## src/rtl/register_read_stage_if.sv

```systemverilog
// Bus between decode, the register-read stage, the register file, the bypass network and execute.
// The master side is the environment around the stage; the slave side is the stage itself.
interface register_read_stage_if #(
  parameter int unsigned DATA_W = 16,
  parameter int unsigned NREG   = 8,
  parameter int unsigned IMM_W  = 6,
  parameter int unsigned CNT_W  = 16
);
  localparam int unsigned ADDR_W = $clog2(NREG);

  logic              flush;
  logic              in_valid;
  logic              in_ready;
  logic [3:0]        in_opcode;
  logic [ADDR_W-1:0] in_ra;
  logic [ADDR_W-1:0] in_rb;
  logic [ADDR_W-1:0] in_rc;
  logic [IMM_W-1:0]  in_imm;
  logic [ADDR_W-1:0] rf_addr1;
  logic [ADDR_W-1:0] rf_addr2;
  logic [DATA_W-1:0] rf_data1;
  logic [DATA_W-1:0] rf_data2;
  logic              ex_wr_en;
  logic              ex_is_load;
  logic [ADDR_W-1:0] ex_wr_addr;
  logic [DATA_W-1:0] ex_wr_data;
  logic              mem_wr_en;
  logic [ADDR_W-1:0] mem_wr_addr;
  logic [DATA_W-1:0] mem_wr_data;
  logic              out_valid;
  logic              out_ready;
  logic [3:0]        out_opcode;
  logic [DATA_W-1:0] out_op1;
  logic [DATA_W-1:0] out_op2;
  logic [ADDR_W-1:0] out_dest;
  logic              illegal;
  logic [CNT_W-1:0]  stall_cnt;

  modport master (
    output flush, in_valid, in_opcode, in_ra, in_rb, in_rc, in_imm,
    output rf_data1, rf_data2,
    output ex_wr_en, ex_is_load, ex_wr_addr, ex_wr_data,
    output mem_wr_en, mem_wr_addr, mem_wr_data, out_ready,
    input  in_ready, rf_addr1, rf_addr2,
    input  out_valid, out_opcode, out_op1, out_op2, out_dest, illegal, stall_cnt
  );

  modport slave (
    input  flush, in_valid, in_opcode, in_ra, in_rb, in_rc, in_imm,
    input  rf_data1, rf_data2,
    input  ex_wr_en, ex_is_load, ex_wr_addr, ex_wr_data,
    input  mem_wr_en, mem_wr_addr, mem_wr_data, out_ready,
    output in_ready, rf_addr1, rf_addr2,
    output out_valid, out_opcode, out_op1, out_op2, out_dest, illegal, stall_cnt
  );
endinterface

```

## src/rtl/register_read_stage.sv

```systemverilog
// Register-read stage: operand read with EX/MEM bypass, load-use stall detection and a
// valid/ready output register so execute back-pressure reaches decode.
module register_read_stage #(
  parameter int unsigned DATA_W = 16,
  parameter int unsigned NREG   = 8,
  parameter int unsigned IMM_W  = 6,
  parameter int unsigned CNT_W  = 16
) (
  input logic                  clk,
  input logic                  rst_n,
  register_read_stage_if.slave bus
);
  localparam int unsigned ADDR_W = $clog2(NREG);
  localparam logic [3:0] OpAdi = 4'b0000;
  localparam logic [3:0] OpAdd = 4'b0001;
  localparam logic [3:0] OpNdu = 4'b0010;
  localparam logic [CNT_W-1:0] CntMax = '1;

  logic              w_is_adi, w_is_rr, w_legal;
  logic              w_haz1, w_haz2, w_hazard, w_in_ready, w_accept;
  logic [DATA_W-1:0] w_fwd1, w_fwd2, w_imm_ext, w_op2;
  logic [ADDR_W-1:0] w_dest;

  logic              r_out_valid, r_illegal;
  logic [3:0]        r_opcode;
  logic [DATA_W-1:0] r_op1, r_op2;
  logic [ADDR_W-1:0] r_dest;
  logic [CNT_W-1:0]  r_stall_cnt;

  logic              w_out_valid_d, w_illegal_d, w_load;
  logic [CNT_W-1:0]  w_stall_cnt_d;

  assign w_is_adi = (bus.in_opcode == OpAdi);
  assign w_is_rr  = (bus.in_opcode == OpAdd) || (bus.in_opcode == OpNdu);
  assign w_legal  = w_is_adi || w_is_rr;

  assign bus.rf_addr1 = bus.in_ra;
  assign bus.rf_addr2 = bus.in_rb;

  // EX bypass beats MEM; a load in EX has no data yet and must stall instead.
  assign w_fwd1 = (bus.ex_wr_en && !bus.ex_is_load && bus.ex_wr_addr == bus.in_ra) ? bus.ex_wr_data :
                  (bus.mem_wr_en && bus.mem_wr_addr == bus.in_ra) ? bus.mem_wr_data : bus.rf_data1;
  assign w_fwd2 = (bus.ex_wr_en && !bus.ex_is_load && bus.ex_wr_addr == bus.in_rb) ? bus.ex_wr_data :
                  (bus.mem_wr_en && bus.mem_wr_addr == bus.in_rb) ? bus.mem_wr_data : bus.rf_data2;

  assign w_imm_ext = {{(DATA_W-IMM_W){bus.in_imm[IMM_W-1]}}, bus.in_imm};
  assign w_op2     = w_is_adi ? w_imm_ext : w_fwd2;
  assign w_dest    = w_is_adi ? bus.in_rb : bus.in_rc;

  // src2 is only live for register-register ops.
  assign w_haz1   = w_legal && bus.ex_wr_en && bus.ex_is_load && (bus.ex_wr_addr == bus.in_ra);
  assign w_haz2   = w_is_rr && bus.ex_wr_en && bus.ex_is_load && (bus.ex_wr_addr == bus.in_rb);
  assign w_hazard = bus.in_valid && (w_haz1 || w_haz2);

  assign w_in_ready   = !bus.flush && !w_hazard && (!r_out_valid || bus.out_ready);
  assign w_accept     = bus.in_valid && w_in_ready;
  assign bus.in_ready = w_in_ready;

  always_comb begin
    w_out_valid_d = r_out_valid;
    w_illegal_d   = 1'b0;
    w_load        = 1'b0;
    w_stall_cnt_d = r_stall_cnt;
    if (bus.flush) begin
      w_out_valid_d = 1'b0;
    end else if (w_accept && w_legal) begin
      w_out_valid_d = 1'b1;
      w_load        = 1'b1;
    end else begin
      if (bus.out_ready) w_out_valid_d = 1'b0;
      if (w_accept)      w_illegal_d   = 1'b1;
    end
    if (w_hazard && !bus.flush && r_stall_cnt != CntMax) begin
      w_stall_cnt_d = r_stall_cnt + 1'b1;
    end
  end

  always_ff @(posedge clk or negedge rst_n) begin
    if (!rst_n) begin
      r_out_valid <= 1'b0;
      r_illegal   <= 1'b0;
      r_opcode    <= '0;
      r_op1       <= '0;
      r_op2       <= '0;
      r_dest      <= '0;
      r_stall_cnt <= '0;
    end else begin
      r_out_valid <= w_out_valid_d;
      r_illegal   <= w_illegal_d;
      r_stall_cnt <= w_stall_cnt_d;
      if (w_load) begin
        r_opcode <= bus.in_opcode;
        r_op1    <= w_fwd1;
        r_op2    <= w_op2;
        r_dest   <= w_dest;
      end
    end
  end

  assign bus.out_valid  = r_out_valid;
  assign bus.out_opcode = r_opcode;
  assign bus.out_op1    = r_op1;
  assign bus.out_op2    = r_op2;
  assign bus.out_dest   = r_dest;
  assign bus.illegal    = r_illegal;
  assign bus.stall_cnt  = r_stall_cnt;
endmodule

```

## src/flat_wrapper.sv

```systemverilog
// flat-port wrapper written by rule: the top's interface ports become plain ports
module register_read_stage_flat 
#(
  parameter int unsigned DATA_W = 16,
  parameter int unsigned NREG   = 8,
  parameter int unsigned IMM_W  = 6,
  parameter int unsigned CNT_W  = 16
)
  (clk, rst_n, bus_flush, bus_in_valid, bus_in_opcode, bus_in_ra, bus_in_rb, bus_in_rc, bus_in_imm, bus_rf_data1, bus_rf_data2, bus_ex_wr_en, bus_ex_is_load, bus_ex_wr_addr, bus_ex_wr_data, bus_mem_wr_en, bus_mem_wr_addr, bus_mem_wr_data, bus_out_ready, bus_in_ready, bus_rf_addr1, bus_rf_addr2, bus_out_valid, bus_out_opcode, bus_out_op1, bus_out_op2, bus_out_dest, bus_illegal, bus_stall_cnt);
  register_read_stage_if #(.DATA_W(DATA_W), .NREG(NREG), .IMM_W(IMM_W), .CNT_W(CNT_W)) bus_i ();
  input logic clk;
  input logic rst_n;
  input wire logic [$bits(bus_i.flush)-1:0] bus_flush;
  input wire logic [$bits(bus_i.in_valid)-1:0] bus_in_valid;
  input wire logic [$bits(bus_i.in_opcode)-1:0] bus_in_opcode;
  input wire logic [$bits(bus_i.in_ra)-1:0] bus_in_ra;
  input wire logic [$bits(bus_i.in_rb)-1:0] bus_in_rb;
  input wire logic [$bits(bus_i.in_rc)-1:0] bus_in_rc;
  input wire logic [$bits(bus_i.in_imm)-1:0] bus_in_imm;
  input wire logic [$bits(bus_i.rf_data1)-1:0] bus_rf_data1;
  input wire logic [$bits(bus_i.rf_data2)-1:0] bus_rf_data2;
  input wire logic [$bits(bus_i.ex_wr_en)-1:0] bus_ex_wr_en;
  input wire logic [$bits(bus_i.ex_is_load)-1:0] bus_ex_is_load;
  input wire logic [$bits(bus_i.ex_wr_addr)-1:0] bus_ex_wr_addr;
  input wire logic [$bits(bus_i.ex_wr_data)-1:0] bus_ex_wr_data;
  input wire logic [$bits(bus_i.mem_wr_en)-1:0] bus_mem_wr_en;
  input wire logic [$bits(bus_i.mem_wr_addr)-1:0] bus_mem_wr_addr;
  input wire logic [$bits(bus_i.mem_wr_data)-1:0] bus_mem_wr_data;
  input wire logic [$bits(bus_i.out_ready)-1:0] bus_out_ready;
  output wire logic [$bits(bus_i.in_ready)-1:0] bus_in_ready;
  output wire logic [$bits(bus_i.rf_addr1)-1:0] bus_rf_addr1;
  output wire logic [$bits(bus_i.rf_addr2)-1:0] bus_rf_addr2;
  output wire logic [$bits(bus_i.out_valid)-1:0] bus_out_valid;
  output wire logic [$bits(bus_i.out_opcode)-1:0] bus_out_opcode;
  output wire logic [$bits(bus_i.out_op1)-1:0] bus_out_op1;
  output wire logic [$bits(bus_i.out_op2)-1:0] bus_out_op2;
  output wire logic [$bits(bus_i.out_dest)-1:0] bus_out_dest;
  output wire logic [$bits(bus_i.illegal)-1:0] bus_illegal;
  output wire logic [$bits(bus_i.stall_cnt)-1:0] bus_stall_cnt;
  assign bus_i.flush = bus_flush;
  assign bus_i.in_valid = bus_in_valid;
  assign bus_i.in_opcode = bus_in_opcode;
  assign bus_i.in_ra = bus_in_ra;
  assign bus_i.in_rb = bus_in_rb;
  assign bus_i.in_rc = bus_in_rc;
  assign bus_i.in_imm = bus_in_imm;
  assign bus_i.rf_data1 = bus_rf_data1;
  assign bus_i.rf_data2 = bus_rf_data2;
  assign bus_i.ex_wr_en = bus_ex_wr_en;
  assign bus_i.ex_is_load = bus_ex_is_load;
  assign bus_i.ex_wr_addr = bus_ex_wr_addr;
  assign bus_i.ex_wr_data = bus_ex_wr_data;
  assign bus_i.mem_wr_en = bus_mem_wr_en;
  assign bus_i.mem_wr_addr = bus_mem_wr_addr;
  assign bus_i.mem_wr_data = bus_mem_wr_data;
  assign bus_i.out_ready = bus_out_ready;
  assign bus_in_ready = bus_i.in_ready;
  assign bus_rf_addr1 = bus_i.rf_addr1;
  assign bus_rf_addr2 = bus_i.rf_addr2;
  assign bus_out_valid = bus_i.out_valid;
  assign bus_out_opcode = bus_i.out_opcode;
  assign bus_out_op1 = bus_i.out_op1;
  assign bus_out_op2 = bus_i.out_op2;
  assign bus_out_dest = bus_i.out_dest;
  assign bus_illegal = bus_i.illegal;
  assign bus_stall_cnt = bus_i.stall_cnt;
  register_read_stage #(.DATA_W(DATA_W), .NREG(NREG), .IMM_W(IMM_W), .CNT_W(CNT_W)) u_core (.clk(clk), .rst_n(rst_n), .bus(bus_i));
endmodule
```

## config.mk

```make
export PLATFORM = sky130hd
export DESIGN_NAME = register_read_stage_flat
export DESIGN_NICKNAME = d
export VERILOG_FILES = /design/src/rtl/register_read_stage_if.sv /design/src/rtl/register_read_stage.sv /design/src/flat_wrapper.sv
export SDC_FILE = /design/constraint.sdc
export NUM_CORES = 1
export LEC_CHECK = 0
export BUFFER_PORTS_ARGS = -buffer_cell sky130_fd_sc_hd__buf_2
export CELL_PAD_IN_SITES_DETAIL_PLACEMENT = 0
export CELL_PAD_IN_SITES_GLOBAL_PLACEMENT = 1
export CORE_ASPECT_RATIO = 0.6
export CORE_MARGIN = 2
export CORE_UTILIZATION = 30
export DETAILED_ROUTE_END_ITERATION = 16
export PLACE_DENSITY = 0.89
export SLEW_MARGIN = 20
export SYNTH_ARGS = -nofsm -noshare
export SYNTH_HDL_FRONTEND = slang
export SYNTH_SLANG_ARGS = --single-unit
```

## constraint.sdc

```tcl
create_clock -name clk -period 1.91 [get_ports clk]
set_clock_uncertainty 0.15 [all_clocks]
set_input_delay 0.382 -clock clk [delete_from_list [all_inputs] [get_ports clk]]
set_output_delay 0.382 -clock clk [all_outputs]
set_load 0.01 [all_outputs]
```

==> flow_metrics.py <==
metrics = {
    "status": {
        "outcome": "completed",
    },
    "synth": {
        "yosysWarnings": 0,
        "synth_ff_type": "dfrtp_1",
        "yosysTopAreaCellShare": 0.430,
        "synth.most_common_cell": "nand2_1",
        "synth_edf_count": 0,
        "yosysTopAreaCell": "dfrtp_1",
        "ys_ff_latch": 57,
        "synth_cell_types": 43,
        "avgSynthCellArea_sq_um": 9.09,
        "netlist_top_cells_count": "nand2_1 (71), dfrtp_1 (57), o21ai_1 (32), a21oi_1 (23), and3_1 (20)",
        "synthesis.area_sq_mm": 0.00332,
        "ys_async_sr_fraction": 1.00,
        "synth_fp_nets": 463,
        "synthCells": 365,
        "netlist_top_cells_area": "dfrtp_1 (43%), nand2_1 (8.0%), mux2i_1 (4.8%)",
        "yosysSeqAreaShare": 0.430,
    },
    "placement": {
        "placed_area_sq_mm": 0.00459,
        "port_buffers": 160,
        "dp_hpwl_um": 8780,
        "gp_congestion": 0.880,
    },
    "floorplanning": {
        "die_height_um": 85.5,
        "num_rows": 29,
        "core-area_sq_mm": 0.0107,
        "initial_core_util": 0.311,
        "chipWidth_um": 140,
        "dieArea_sq_mm": 0.0119,
        "io-pin-count": 161,
    },
    "sta": {
        "hold_slack_ps": 137,
        "finalHoldViolCount": 0,
        "grt_setup_unrepaired": "true",
        "setup_viol": 0,
        "drv_slew": 0,
        "slew_headroom": 0.770,
        "fmax_ghz": 0.525,
        "fin_crit_sh": 0.997,
        "min_period_ps": 1900,
        "worst_pin_slew_ps": 342,
    },
    "global_routing": {
        "grt_start_max_net_pins": 58,
        "grtUsageTotal": 0.191,
        "gr-total-overflow": 0,
        "grt_pass1_wl_um": 17800,
        "antenna_found_initial": 3,
        "grt_pass1_vias": 3549,
    },
    "clock_network": {
        "cts_made_buffers": 9,
        "htree_levels": 3,
        "cts_tree": "yes",
        "cts_num_sinks": 57,
        "clockBufferDepth": 2,
        "clkTransAtPathRegs_ps": 50,
        "clk-insertion-delay-late_ps": 320,
        "cts-root-buf": "clkbuf_16",
    },
    "finish": {
        "syn2layout_area_growth_pct": 54.4,
        "nFillCells": 1038,
        "fin_area_sq_mm": 0.00512,
        "drive_above_1_share": 0.454,
        "num-nets-final": 664,
    },
    "flow_run": {
        "maxCapViolCount": 0,
    },
    "detailed_routing": {
        "dr.pass1.iters": 4,
        "drc": 0,
        "wire_per_inst_um": 16.4,
        "vias": 3503,
        "drt_iter0_drc": 158,
        "viasPerCell": 4.92,
        "drt-total-wl_um": 11700,
        "ant_nets": 0,
    },
    "critical_path": {
        "critPathMaxFanout": 3,
        "crit_arrival_ps": 1370,
        "worstSetupStartpointType": "input pin",
        "cp.required_ps": 1380,
        "worst_setup_path_end_kind": "primary output",
        "critPathKind": "input pin to primary output",
    },
    "pwr": {
        "p_leak_uw": 0.00267,
        "p_total_uw": 3980,
        "max-vdd-ir-drop_uv": 418,
        "powerDensity_mw_per_mm2": 778,
    },
    "worst_hold_path": {
        "hold_class": "input pin to flop",
    },
}
-- kinds of logic (layout without fill, tap and decap cells) --
| group | count (synthesis) | in the layout | share of synthesized area |
|---|---|---|---|
| xor+xnor | 27 | 27 | 0.0713 |
| compound gates | 96 | 96 | 0.176 |
| flops | 57 | 57 | 0.430 |
| mux | 17 | 17 | 0.0517 |
| fa+ha+maj | 1 | 1 | 0.00377 |
| buf+inv | 27 | 233 | 0.0460 |
| other cells | 0 | 2 | 0 |
| simple gates | 140 | 140 | 0.221 |
-- power by group --
part	switching, uW	total, uW	internal [uW]	leakage, uW
combinational	515	1020	510	0.00182
clock	557	1420	866	0.000128
sequential	120	1540	1420	0.000717
-- through the flow --
step / utilization / setup TNS [ps] / cells / worst slack (ps)
finish: 0.480 / 0 / 712 / 5.94
global route: 0.480 / -115 / 711 / -41.8
CTS: 0.458 / -5.78 / 700 / -5.78
detailed placement: 0.430 / -5160 / 680 / -203
global placement: 0.430 / -3060 / 680 / -147
floorplan: - / 0 / 365 / 7.12
-- what timing repair did --
action / CTS / global route
pin swaps: 4 / 19
resized for setup: 1 / 36
buffers inserted: 4 / 11
hold endpoints to repair: 57 / 0
setup endpoints to repair: 4 / 15
hold buffers: 1 / 0
-- critical path, stage by stage --
cell and delay [ps]:
buf_6 110, xnor2_4 180, nand4_1 160, buf_4 180, a21oi_4 150, nor3_2 60, buf_4 150
-- cell type report --
class | count | area (sq um) | share of cell area
multi-input combinational | 281 | 1880 | 0.367
sequential | 57 | 1430 | 0.279
timing repair buffer | 217 | 1370 | 0.268
clock buffer | 10 | 229 | 0.0447
tap | 139 | 174 | 0.0340
clock inverter | 6 | 35.0 | 0.00684
antenna | 2 | 5.00 | 0.000977
-- worst paths after layout --
check                                                      from                                    to  cells after the start  slack (ps)
setup / recovery                              bus_ex_wr_addr[2]                          bus_in_ready                      7           6
setup reg to reg            u_core.bus.stall_cnt[1]$_DFFE_PN0P_   u_core.bus.stall_cnt[1]$_DFFE_PN0P_                      6          70
hold / removal                                        bus_flush      u_core.bus.out_valid$_DFFE_PN0P_                      2         140
hold reg to reg            u_core.bus.out_opcode[0]$_DFFE_PN0P_  u_core.bus.out_opcode[0]$_DFFE_PN0P_                      2         320
min in group asynchronous                                 rst_n  u_core.bus.stall_cnt[14]$_DFFE_PN0P_                      3         440
max in group asynchronous                                 rst_n     u_core.bus.out_op1[0]$_DFFE_PN0P_                      3         900
-- cell usage in the layout (no fill, tap or decap), types with 3 or more instances in the layout --
cell and n:
nand2_1 71, a21o_1 5, a21oi_1 22, nand4_1 8, and3_1 20, buf_12 7, a31oi_1 3, buf_4 52
buf_2 150, clkbuf_16 9, nor3_2 6, nand3_1 3, nor2_1 11, dfrtp_1 55, xnor2_4 3, buf_6 7
xnor2_2 3, o21ai_0 16, xnor2_1 12, mux2i_1 16, clkinv_2 4, o21ai_1 32, xor2_1 9, o22a_1 11
-- sequential cells by signal (all words and copies together), names as in the netlist --
register and flops:
u_core.bus.out_op1 16, u_core.bus.out_op2 16, u_core.bus.illegal 1, u_core.bus.out_dest 3, u_core.bus.out_opcode 4, u_core.bus.out_valid 1, u_core.bus.stall_cnt 16
-- metal layers --
metal	GRT usage	share of wire
met1	0.233	0.41
met2	0.321	0.46
met3	0.0830	0.12
met4	0.0364	0.010
met5	0	0.0018
Note: power is estimated with default switching activity, not from simulation.
